**src/rtl/dmem_pkg.sv**
```systemverilog
// +--------------------------------------------------------------------------+
// | dmem_pkg: access-size encodings and FSM state codes for data_memory_ls.   |
// | Rev 1.0                                                                   |
// +--------------------------------------------------------------------------+
`default_nettype none

package dmem_pkg;
  localparam logic [1:0] SZ_BYTE = 2'b00;
  localparam logic [1:0] SZ_HALF = 2'b01;
  localparam logic [1:0] SZ_WORD = 2'b10;
  localparam logic [1:0] SZ_RSVD = 2'b11;

  typedef logic [1:0] state_t;
  localparam state_t IDLE = 2'd0;
  localparam state_t WAIT = 2'd1;
  localparam state_t RESP = 2'd2;
endpackage

`default_nettype wire

```
**src/rtl/dmem_lane_align.sv**
```systemverilog
// +--------------------------------------------------------------------------+
// | dmem_lane_align: byte-lane mask, store replication, load extraction.      |
// | Rev 1.0                                                                   |
// +--------------------------------------------------------------------------+
`default_nettype none

module dmem_lane_align
  import dmem_pkg::*;
(
  input  logic [1:0]  offset,
  input  logic [1:0]  size,
  input  logic        sign_ext,
  input  logic [31:0] wd,
  input  logic [31:0] rword,
  output logic [3:0]  lane_mask,
  output logic [31:0] wdata,
  output logic [31:0] ldata,
  output logic        misalign
);

  logic [15:0] shifted;

  // Store data is replicated across lanes so the mask alone picks the target lanes.
  always_comb begin
    lane_mask = 4'b1111;
    wdata     = wd;
    ldata     = rword;
    misalign  = 1'b0;
    shifted   = '0;
    case (size)
      SZ_BYTE: begin
        lane_mask = 4'b0001 << offset;
        wdata     = {4{wd[7:0]}};
        shifted   = 16'(rword >> {offset, 3'b000});
        ldata     = {{24{sign_ext & shifted[7]}}, shifted[7:0]};
      end
      SZ_HALF: begin
        lane_mask = offset[1] ? 4'b1100 : 4'b0011;
        wdata     = {2{wd[15:0]}};
        shifted   = 16'(rword >> {offset[1], 4'b0000});
        ldata     = {{16{sign_ext & shifted[15]}}, shifted[15:0]};
        misalign  = offset[0];
      end
      default: begin
        misalign = (offset != 2'b00) || (size == SZ_RSVD);
      end
    endcase
  end

endmodule

`default_nettype wire

```
**src/rtl/data_memory_ls.sv**
```systemverilog
// +--------------------------------------------------------------------------+
// | data_memory_ls: byte/half/word data memory with req/ready/rvalid.        |
// | Optional macro DMEM_MISALIGN_TRAP_EN enables misalignment faults. Rev 1.0|
// +--------------------------------------------------------------------------+
`default_nettype none

module data_memory_ls
  import dmem_pkg::*;
#(
  parameter int DEPTH   = 64,
  parameter int LATENCY = 1
) (
  input  logic        clk,
  input  logic        reset,
  input  logic        req,
  input  logic        we,
  input  logic [1:0]  size,
  input  logic        sign_ext,
  input  logic [31:0] a,
  input  logic [31:0] wd,
  output logic        ready,
  output logic        rvalid,
  output logic [31:0] rd,
  output logic        err
);

  localparam int AW = $clog2(DEPTH);
  localparam int CW = $clog2(LATENCY + 1);

  logic [31:0]   mem [DEPTH] = '{default: '0};
  state_t        state;
  logic [CW-1:0] cnt;
  logic [31:0]   resp_data_q;
  logic          fault_q;

  logic [AW-1:0] idx;
  logic [31:0]   rword;
  logic [3:0]    lane_mask;
  logic [31:0]   wdata;
  logic [31:0]   ldata;
  logic          misalign;
  logic          fault;
  logic          accept;
  logic [31:0]   resp_data;
  logic          unused_bits;

  assign idx         = a[AW+1:2];
  assign rword       = mem[idx];
  assign ready       = (state == IDLE);
  assign rvalid      = (state == RESP);
  assign accept      = req && ready && !reset;
  assign unused_bits = ^{a[31:AW+2], misalign};

`ifdef DMEM_MISALIGN_TRAP_EN
  assign fault = misalign;
`else
  assign fault = 1'b0;
`endif

  assign resp_data = (we || fault) ? 32'd0 : ldata;

  dmem_lane_align u_align (
    .offset    (a[1:0]),
    .size      (size),
    .sign_ext  (sign_ext),
    .wd        (wd),
    .rword     (rword),
    .lane_mask (lane_mask),
    .wdata     (wdata),
    .ldata     (ldata),
    .misalign  (misalign)
  );

  // Stores commit on the acceptance edge, so a following load always sees them.
  always_ff @(posedge clk) begin
    if (accept && we && !fault) begin
      for (int i = 0; i < 4; i++) begin
        if (lane_mask[i]) mem[idx][8*i +: 8] <= wdata[8*i +: 8];
      end
    end
  end

  always_ff @(posedge clk) begin
    if (reset) begin
      state       <= IDLE;
      cnt         <= '0;
      rd          <= '0;
      err         <= 1'b0;
      resp_data_q <= '0;
      fault_q     <= 1'b0;
    end else begin
      case (state)
        IDLE: begin
          if (accept) begin
            resp_data_q <= resp_data;
            fault_q     <= fault;
            if (LATENCY == 1) begin
              state <= RESP;
              rd    <= resp_data;
              err   <= fault;
            end else begin
              state <= WAIT;
              cnt   <= CW'(LATENCY - 1);
            end
          end
        end
        WAIT: begin
          cnt <= cnt - 1'b1;
          if (cnt == CW'(1)) begin
            state <= RESP;
            rd    <= resp_data_q;
            err   <= fault_q;
          end
        end
        RESP: begin
          state <= IDLE;
          err   <= 1'b0;
        end
        default: state <= IDLE;
      endcase
    end
  end

endmodule

`default_nettype wire

```
**config.mk**
```make
export PLATFORM = sky130hd
export DESIGN_NAME = data_memory_ls
export DESIGN_NICKNAME = d
export VERILOG_FILES = /design/src/rtl/dmem_pkg.sv /design/src/rtl/dmem_lane_align.sv /design/src/rtl/data_memory_ls.sv
export SDC_FILE = /design/constraint.sdc
export NUM_CORES = 2
export LEC_CHECK = 0
export BUFFER_PORTS_ARGS = -buffer_cell sky130_fd_sc_hd__buf_4
export CAP_MARGIN = 30
export CORE_MARGIN = 2
export CORE_UTILIZATION = 30
export CTS_BUF_LIST = sky130_fd_sc_hd__clkbuf_4
export DETAILED_ROUTE_END_ITERATION = 10
export HOLD_SLACK_MARGIN = 0.02
export PLACE_DENSITY_LB_ADDON = 0.2
export SLEW_MARGIN = 20
export SYNTH_ARGS = -nofsm -noshare
export SYNTH_HDL_FRONTEND = slang
export SYNTH_HIERARCHICAL = 1
export SYNTH_SLANG_ARGS = --single-unit
export TNS_END_PERCENT = 10
```
**constraint.sdc**
```tcl
create_clock -name clk -period 6.19 [get_ports clk]
set_clock_uncertainty 0.1 [all_clocks]
set_input_delay 1.238 -clock clk [delete_from_list [all_inputs] [get_ports clk]]
set_output_delay 1.238 -clock clk [all_outputs]
set_load 0.05 [all_outputs]
```
; Yosys cells after proc, flatten, opt, wreduce, memory -nomap -nowiden
; Memories as Yosys holds them, arrays and structs flattened.
; Index checks and enable logic that the tools add are counted.
[op_classes]
n_addsub = 1
n_eq_ne = 5
shift = 3
n_mux = 26
bitwise_logic = 2
reduce_logical = 12
[op_table]
columns = op, count
row1 = $pmux W32 S2, 3
row2 = $mux W32, 3
row3 = $shr A32 B5 Y16, 1
row4 = $shr A32 B5 Y8, 1
row5 = $mux W1, 14
row6 = $pmux W4 S2, 1
row7 = $reduce_and A3 Y1, 2
row8 = $eq A2 B1 Y1 const B, 2
row9 = $logic_not A2 Y1, 2
row10 = $mux W2, 2
row11 = $mux W4, 1
row12 = $pmux W2 S2, 1
row13 = $reduce_and A2 Y1, 2
row14 = $shl A1 B2 Y4 const A, 1
row15 = $logic_and A1 B1 Y1, 3
row16 = $pmux W1 S3, 1
row17 = $reduce_bool A3 Y1, 1
row18 = $and A1 B1 Y1, 2
row19 = $eq A2 B2 Y1 const B, 1
row20 = $ne A2 B1 Y1 const B, 1
row21 = $ne A2 B2 Y1 const B, 1
row22 = $reduce_bool A2 Y1, 1
row23 = $logic_not A1 Y1, 1
row24 = $sub A1 B1 Y1 const B, 1
[totals]
regBits = 68
mem_bits_rw = 2048
elab_cells = 55
mem_count = 1
[mem_list]
columns = memory, words, width, read_ports, rd_clocked_by_memory_dff, wr, line
row1 = mem, 64, 32, 1, 0, 1, data_memory_ls.sv:30  ; logic [31:0] mem [DEPTH] = '{default: '0};

; Depth between registers and ports, before layout
; An unclocked memory read counts as a cell.
[depth]
depth_word = 7
mapped_depth = 16
mapped_depth_nobuf = 11

; Modules after synthesis
; Netlist, hierarchy kept.
[modules_own_cells]
columns = module, n_inst, cells_each, area_per_inst_um2, seq_area_each_um2
row1 = data_memory_ls, 1, 4724, 79687.7, 62159.6
row2 = dmem_lane_align, 1, 173, 1288.7, 0.0

; Least setup slack after synthesis
; Ideal clock, no wire load.
[synth_path]
kind = input -> register
startpoint = input size[0]
endpoint = memory mem[0][24] (data pin)
setup_time_ps = 701
arrival_time_ps = 4248
required_time_ps = 5389
path_slack_ps = 1140
cell_stages = 4
path_buffers = 2
path_cell_list = buf_4 -> buf_2 -> mux2i_1 -> o21ai_0
[synth_between]
elab_chain_cells = 2
word_cells_on_any_way = 3
cone_classes = eq/ne: 1 / mux: 1 / reduce/logical: 1
[synth_lines]
columns = item, line
row1 = "start, declared", data_memory_ls.sv:17  ; input logic [1:0] size,
row2 = $eq A2 B1 Y1 / $logic_not A2 Y1 (equally long branches), n/a
row3 = $pmux W32 S2 (*), dmem_lane_align.sv:30  ; case (size)
row4 = named net wdata[24], data_memory_ls.sv:39  ; logic [31:0] wdata;
row5 = "end, declared", data_memory_ls.sv:30
; The timed path passes the listed nets; every way through them passes the cells marked *.

; Worst setup path in the final report
[layout_path]
startpoint = input a[7]
endpoint = register rd[10]
[layout_between]
elab_chain_cells = 7
word_cells_on_any_way = 8
cone_classes = shift: 2 / mux: 4 / bitwise: 1 / memory: 1
[layout_lines]
columns = item, line
row1 = "start, declared", data_memory_ls.sv:19  ; input logic [31:0] a,
row2 = $mem_v2 Z64 W32, n/a
row3 = named net rword[23], data_memory_ls.sv:37  ; logic [31:0] rword;
row4 = $shr A32 B5 Y8, dmem_lane_align.sv:34  ; shifted = 16'(rword >> {offset, 3'b000});
row5 = $and A1 B1 Y1, dmem_lane_align.sv:35  ; ldata = {{24{sign_ext & shifted[7]}}, shifted[7:0]};
row6 = $pmux W32 S2, dmem_lane_align.sv:30
row7 = named net ldata[10], data_memory_ls.sv:40  ; logic [31:0] ldata;
row8 = $mux W32, data_memory_ls.sv:60  ; assign resp_data = (we || fault) ? 32'd0 : ldata;
row9 = $mux W32, data_memory_ls.sv:94  ; if (accept) begin
row10 = $pmux W32 S2, data_memory_ls.sv:92  ; case (state)
row11 = "end signal, assigned", data_memory_ls.sv:99  ; rd <= resp_data;
row12 = "end signal, assigned", data_memory_ls.sv:111  ; rd <= resp_data_q;
row13 = "end, declared", data_memory_ls.sv:23  ; output logic [31:0] rd,
; The timed path passes the listed nets, and every way through them passes these cells. The select of a mux whose other input is x is not followed.
; A chain may end at the register's enable or synchronous reset.

==> metrics.yaml <==
drtPass1Iterations: 6
grt_max_degree: 92
setup_violations: 0
cts_resized: 0
routabilityCongestion: 0.857
fmax_mhz: 235
fin_nets: 5574
clk_path_buf_depth: 4
fin_hold_ws_ns: 0.187
hpwl_microns: 183000
power_mw: 29.4
relSlewSlack: 0.272
multi_input_area_sq_mm: 0.0173
seqCellArea_sq_mm: 0.0622
finalHoldViolations: 0
dieArea_sq_mm: 0.274
p_leak_nw: 30.2
worstSetupPathType: "in -> reg"
endpoint_kind: "register"
rrSetupSlack_ns: 2.22
crit_chain: "buf_4 -> and3b_1 -> buf_4 -> nand2_1 -> buf_4 -> o22ai_1 -> nor4_1 -> and3_1 -> nand3_1 -> mux2i_1 -> o22a_1 -> o221ai_1 -> nand3b_1 -> a21oi_1"
ys_warn_count: 6
drv_cap: 0
cp-start-kind: "primary input"
insertion_delay_ns: 1.39
wirelength_microns: 286000
drt_iter0_drc: 5707
worstHoldPathType: "in -> reg"
powerDensity_mw_per_mm2: 312
area_delta_synth_final_pct: 16.6
cts_tree: "done"
syn_area_per_cell_sq_um: 16.5
rsz0062_at_grt: "no"
vias_per_cell: 5.39
die_w_microns: 524
worstMarginPinSlew_ns: 1.09
crit_path_max_incr_delay_ns: 0.74
status: "complete, no violations"
synth_nets: 4966
arrival_ns: 5.40
cts_root_buf: "clkbuf_4"
critPathMostFrequentCell: "buf_4"
track_usage: 0.204
drc: 0
antenna_left: 0
via_count: 50800
maxSlewViolCount: 0
grt_overflow: 0
clkTransAtPathRegs_ns: 0.06
cts.htree.levels: 6
critPathMaxFanout: 24
clkSinkCount: 2081
wl_per_cell_microns: 30.4
core-area_sq_mm: 0.268
die_h_microns: 524
min_period_over_period: 0.688
portBuffers: 80
min_period_ns: 4.26
io_pins: 106
start_util: 0.302
grt_pass1_wl_microns: 392000
nFillCells: 26000
final_cell_area_sq_mm: 0.0944
grt_pass1_vias: 49900
vdd_ir_drop_max_mv: 0.180
synthCells: 4895
antenna_found_initial: 13
rows: 190
drive_above_1_share: 0.252
crit_slowest_cell: "o22a_1"
syn_area_sq_mm: 0.0810
fin_setup_tns_ns: 0
required_ns: 7.33
dpl-instance-area_sq_mm: 0.0875
numCtsBuffers: 564
what timing repair did:
action / CTS / global route
hold buffers: 2 / 0
buffers inserted: 0 / 0
endpoints found under the setup margin: 0 / 0
hold endpoints to repair: 14 / 0
worst max-delay path, delay by kind of cell:
family	cells	cell delay, ns
simple gates	6	1.97
buf+inv	3	0.69
mux	1	0.25
compound gates	4	1.21
routing by layer:
layer / up-vias / share of wire / GRT usage
met5: - / 0.00011 / 0
met4: 4 / 0.044 / 0.0967
met3: 454 / 0.075 / 0.0400
met2: 2348 / 0.45 / 0.313
met1: 26500 / 0.43 / 0.278
li1: 21500 / - / -
sequential cells by signal, summed over array words and instances (netlist names):
register and cells:
mem 2048, rd 32, state 1
power by group:
| group | leakage [nW] | internal [mW] | switching (mW) |
|---|---|---|---|
| combinational | 7.49 | 0.526 | 1.49 |
| sequential | 18.7 | 15.6 | 0.00669 |
| clock | 4.04 | 6.24 | 5.59 |
final cells by class:
cell class	count	share of cell area
flip-flops and latches	2081	0.659
multi-input cells	2420	0.184
clock buffers	811	0.0645
well taps	3552	0.0471
repair buffers	429	0.0394
clock inverters	99	0.00606
diodes	15	0.000398
inverters	7	0.000292
worst paths after layout:
check                    end        start  cells past startpoint
setup reg to reg      rd[10]  mem[33][31]                     11
setup / recovery      rd[10]         a[7]                     14
hold / removal    mem[57][5]        wd[5]                      1
hold reg to reg       rd[28]       rd[28]                      2
placed cells by master, fill, tap and decap left out, types with 20 or more instances in the layout:
| cell | n |
|---|---|
| buf_12 | 25 |
| mux2_2 | 87 |
| clkbuf_4 | 811 |
| mux4_2 | 52 |
| clkinv_1 | 65 |
| mux2i_1 | 205 |
| buf_4 | 389 |
| nand3b_1 | 34 |
| a31oi_1 | 54 |
| a22o_1 | 47 |
| nor2_1 | 352 |
| o221ai_1 | 25 |
| a21oi_1 | 188 |
| a211oi_1 | 48 |
| o22ai_1 | 162 |
| a22oi_1 | 504 |
| nand3_1 | 61 |
| dfxtp_1 | 33 |
| nand2_1 | 160 |
| inv_2 | 20 |
| o21ai_0 | 79 |
| a221oi_1 | 134 |
| edfxtp_1 | 2048 |
stage by stage:
| stage | cells | util | worst slack, ns |
|---|---|---|---|
| 6_report | 9414 | 0.352 | 1.93 |
| 3_3_place_gp | 8459 | 0.325 | 0.598 |
| 3_5_place_dp | 8476 | 0.326 | 0.584 |
| 4_1_cts | 9388 | 0.351 | 2.10 |
| 2_1_floorplan | 4895 | - | 1.15 |
| 5_1_grt | 9404 | 0.352 | 1.80 |
Power figures use the tool's default switching activity.
